===== src/rtl/demux4b_1to4_tdm.sv =====
// Receive-side TDM de-interleaver: collects four WIDTH-bit slot words (a,b,c,d)
// and publishes a complete frame on out_a..out_d with a one-cycle frame_valid pulse.
module demux4b_1to4_tdm #(
  parameter int unsigned WIDTH = 4
) (
  input  logic             clk,
  input  logic             rst_n,
  input  logic             enable,
  input  logic [WIDTH-1:0] din,
  input  logic             din_valid,
  input  logic             frame_sync,
  output logic [WIDTH-1:0] out_a,
  output logic [WIDTH-1:0] out_b,
  output logic [WIDTH-1:0] out_c,
  output logic [WIDTH-1:0] out_d,
  output logic             frame_valid,
  output logic             sync_err,
  output logic             locked,
  output logic [1:0]       slot
);

  typedef enum logic {HUNT = 1'b0, LOCK = 1'b1} state_t;

  state_t           state_q, state_d;
  logic [1:0]       slot_q, slot_d;
  logic [WIDTH-1:0] shadow_q [3];
  logic [WIDTH-1:0] shadow_d [3];
  logic [WIDTH-1:0] out_a_d, out_b_d, out_c_d, out_d_d;
  logic             frame_valid_d, sync_err_d;
  logic             accept;

  assign accept = enable & din_valid;

  always_ff @(posedge clk or negedge rst_n) begin
    if (!rst_n) begin
      state_q     <= HUNT;
      slot_q      <= '0;
      shadow_q    <= '{default: '0};
      out_a       <= '0;
      out_b       <= '0;
      out_c       <= '0;
      out_d       <= '0;
      frame_valid <= 1'b0;
      sync_err    <= 1'b0;
    end else begin
      state_q     <= state_d;
      slot_q      <= slot_d;
      shadow_q    <= shadow_d;
      out_a       <= out_a_d;
      out_b       <= out_b_d;
      out_c       <= out_c_d;
      out_d       <= out_d_d;
      frame_valid <= frame_valid_d;
      sync_err    <= sync_err_d;
    end
  end

  always_comb begin
    state_d       = state_q;
    slot_d        = slot_q;
    shadow_d      = shadow_q;
    out_a_d       = out_a;
    out_b_d       = out_b;
    out_c_d       = out_c;
    out_d_d       = out_d;
    frame_valid_d = 1'b0;
    sync_err_d    = 1'b0;

    if (accept) begin
      case (state_q)
        HUNT: begin
          if (frame_sync) begin
            shadow_d[0] = din;
            slot_d      = 2'd1;
            state_d     = LOCK;
          end
        end
        LOCK: begin
          if (frame_sync) begin
            // A sync in slot 1..3 restarts the frame; the partial frame is dropped.
            sync_err_d  = (slot_q != 2'd0);
            shadow_d[0] = din;
            slot_d      = 2'd1;
          end else begin
            case (slot_q)
              2'd0: shadow_d[0] = din;
              2'd1: shadow_d[1] = din;
              2'd2: shadow_d[2] = din;
              default: begin
                out_a_d       = shadow_q[0];
                out_b_d       = shadow_q[1];
                out_c_d       = shadow_q[2];
                out_d_d       = din;
                frame_valid_d = 1'b1;
              end
            endcase
            slot_d = slot_q + 2'd1;
          end
        end
        default: state_d = HUNT;
      endcase
    end
  end

  assign locked = (state_q == LOCK);
  assign slot   = slot_q;

endmodule


===== config.mk =====
export PLATFORM = sky130hd
export DESIGN_NAME = demux4b_1to4_tdm
export DESIGN_NICKNAME = d
export VERILOG_FILES = /design/src/rtl/demux4b_1to4_tdm.sv
export SDC_FILE = /design/constraint.sdc
export NUM_CORES = 1
export LEC_CHECK = 0
export CAP_MARGIN = 20
export CORE_ASPECT_RATIO = 0.8
export CORE_UTILIZATION = 52
export DETAILED_ROUTE_END_ITERATION = 16
export MAX_ROUTING_LAYER = met4
export PLACE_DENSITY = 0.82
export SETUP_SLACK_MARGIN = 0.05
export SLEW_MARGIN = 10
export SYNTH_ARGS = -nofsm -noshare
export SYNTH_HDL_FRONTEND = slang
export SYNTH_SLANG_ARGS = --single-unit

===== constraint.sdc =====
create_clock -name clk -period 2.15 [get_ports clk]
set_input_delay 0.43 -clock clk [delete_from_list [all_inputs] [get_ports clk]]
set_output_delay 0.43 -clock clk [all_outputs]
set_load 0.005 [all_outputs]

==> impl_metrics.env <==
export IMPL_clock_skew_ps=7.65
export IMPL_via_count=754
export IMPL_synth_seq_cells=33
export IMPL_status="complete, no violations"
export IMPL_cp_max_fo=5
export IMPL_io_buffers=29
export IMPL_rsz0062_at_grt="false"
export IMPL_hp_class="in2async"
export IMPL_internal_power_mw=1.37
export IMPL_synth_seq_area_share_pct=60.6
export IMPL_fin_setup_tns_ps=0
export IMPL_vias_per_cell=4.86
export IMPL_switching_power_mw=0.463
export IMPL_grt_first_pass_wirelength_um=3580
export IMPL_syn_nets=96
export IMPL_met1_length_um=1060
export IMPL_max_slew_margin_pct=71.9
export IMPL_routed_top_layer="met4"
export IMPL_synth_edf_count=0
export IMPL_synth_area_top_cells="dfrtp_1 61%, mux2_2 16%, mux2_4 9.9%"
export IMPL_fp_row_count=16
export IMPL_hold_ws_ps=489
export IMPL_crit_buf_inv=1
export IMPL_detail_route_iter0_violations=9
export IMPL_wl_um=2240
export IMPL_initial_utilization_pct=55.3
export IMPL_synthMuxAreaShare_pct=26.4
export IMPL_crit_path_end_kind="output port"
export IMPL_synth_top_family_by_area="multiplexers"
export IMPL_ys_top_cells_by_count="33 x dfrtp_1, 19 x mux2_2, 9 x mux2_4"
export IMPL_worstMarginPinSlew_ps=419
export IMPL_htreeDepth=2
export IMPL_routedWlPerCell_um=14.5
export IMPL_cts_sinks=33
export IMPL_powerDensity_nw_per_um2=1070
export IMPL_first_pass_iters=2
export IMPL_antenna_found_initial=0
export IMPL_clk_latency_ps=320
export IMPL_cts_tree="done"
export IMPL_gp_congestion=0.813
export IMPL_crit_slowest_cell="clkdlybuf4s50_1"
export IMPL_post_cts_buffers=0
export IMPL_yosys_area_share_simple_pct=4.68
export IMPL_combPwrFrac_pct=31.8
export IMPL_yosysMostFrequentCell="dfrtp_1"
export IMPL_worstPathCellList="clkdlybuf4s50_1"
export IMPL_core_sq_um=2460
export IMPL_ys_warn_count=0
export IMPL_swShare_pct=25.3
export IMPL_worst_setup_path_start_kind="register"
export IMPL_hold_buffers=0
export IMPL_cts_resized=0
export IMPL_dieArea_sq_um=2830
export IMPL_synth_largest_area_cell="dfrtp_1"
export IMPL_layout_min_cycle_time_ps=1720
export IMPL_wl_met3_um=92
export IMPL_place_area_sq_um=1670
export IMPL_antenna_cells=0
export IMPL_max_freq_mhz=582
export IMPL_max_stage_delay_ps=530
export IMPL_ant_nets=0
export IMPL_async_flop_share_pct=100
export IMPL_crit_arrival_ps=1290
export IMPL_grt_max_degree=34
export IMPL_crit_type="reg2out"
export IMPL_hold_viol_final=0
export IMPL_die_h_um=47.8
export IMPL_syn_area_sq_um=1360
export IMPL_synth_compound_area_share_pct=1.56
export IMPL_setup_viol=0
export IMPL_synth_xor_area_share_pct=0
export IMPL_drive_gt1_share_pct=29.4
export IMPL_grt_pass1_vias=704
export IMPL_finalPower_mw=1.84
export IMPL_pin_count=30
export IMPL_required_ps=1720
export IMPL_nNetsFinal=131
export IMPL_numCtsBuffers=5
export IMPL_hpwl_um=1590
export IMPL_fin_area_sq_um=1720
export IMPL_fin_crit_sh_pct=79.9
export IMPL_p_clk_share_pct=17.3
export IMPL_die_x_um=59.2
export IMPL_synth_adder_area_share_pct=3.67
export IMPL_clkTransAtPathRegs_ps=90
export IMPL_synth_cells=83
export IMPL_leakagePower_nw=0.813
export IMPL_finalMaxSlewViolations=0
export IMPL_cpLargestDelayFamily="buffers and inverters"
export IMPL_clockBufferDepth=2
export IMPL_synth_top_flop_cell="dfrtp_1"
export IMPL_synth_avg_cell_area_sq_um=16.4
export IMPL_drc_errors=0
export IMPL_drv_cap=0
export IMPL_grt_overflow=0
export IMPL_ys_types=18
export IMPL_yosysTopAreaCellShare_pct=60.6
export IMPL_area_growth_syn_to_layout_pct=26.4
export IMPL_peakVddDrop_v=0.000614
export IMPL_wl_met2_um=1060
export IMPL_grt_use_total_pct=19.4
export IMPL_cts_root_buf="clkbuf_4"
export IMPL_pwr_share_seq_pct=50.9
-- layout make-up --
cell class | instances | area (sq um)
clock buffer | 8 | 48.8
fill | 196 | 739
inverter | 3 | 11.3
multi-input combinational | 45 | 494
sequential | 33 | 826
tap | 36 | 45.0
timing repair buffer | 30 | 298
-- worst paths after layout --
check	startpoint	end	slack (ps)	cells after the start
setup / recovery	slot[1]$_DFFE_PN0P_	slot[1]	430	1
hold / removal	rst_n	out_d[2]$_DFFE_PN0P_	490	2
max in group asynchronous	rst_n	slot[0]$_DFFE_PN0P_	1370	2
min in group clk	shadow_q[3]$_DFFE_PN0P_	out_c[3]$_DFFE_PN0P_	510	1
setup reg to reg	slot[0]$_DFFE_PN0P_	shadow_q[11]$_DFFE_PN0P_	480	5
hold reg to reg	shadow_q[3]$_DFFE_PN0P_	out_c[3]$_DFFE_PN0P_	510	1
-- power by group through the flow --
stage	logic (mW)	clock network (mW)	registers (mW)
2_1_floorplan	0.264	0	0.937
3_3_place_gp	0.567	0	0.937
3_5_place_dp	0.586	0	0.950
4_1_cts	0.593	0.336	0.938
5_1_grt	0.636	0.360	0.963
6_report	0.584	0.317	0.934
-- logic make-up after synthesis --
family / count (synthesis)
muxes: 29
AOI/OAI and AO/OA: 3
and+or+nand+nor: 9
buffers and inverters: 5
DFF: 33
adders and majority gates: 4
-- through the flow --
step,instances,worst slack [ps],utilization [%]
floorplan,83,721,-
global placement,147,145,68.0
detailed placement,147,97.7,68.0
CTS,155,404,70.0
global route,155,336,70.0
finish,155,431,70.0
-- flip-flops by register name, indices dropped and copies added, names as in the netlist --
signal	cells
out_c	4
out_a	4
frame_valid	1
shadow_q	12
locked	1
out_b	4
out_d	4
slot	2
sync_err	1
-- cell usage in the layout (no fill, tap or decap) --
cell type	instances
a21oi_1	1
a22o_1	1
and4b_1	1
buf_4	1
clkbuf_1	3
clkbuf_4	5
clkdlybuf4s50_1	29
dfrtp_1	33
ha_1	4
inv_1	3
mux2_2	19
mux2_4	9
mux2i_1	1
nand2_1	3
nand2_8	1
nand2b_1	1
nand3_1	1
nor2_1	1
nor3b_1	1
o211ai_1	1
-- metal layers --
layer  global-route usage, %  vias up
met3                    5.68        3
li1                        -      359
met2                    27.6       18
met4                    10.0        0
met5                       -        -
met1                    25.5      374
Note: power is estimated with default switching activity, not from simulation.
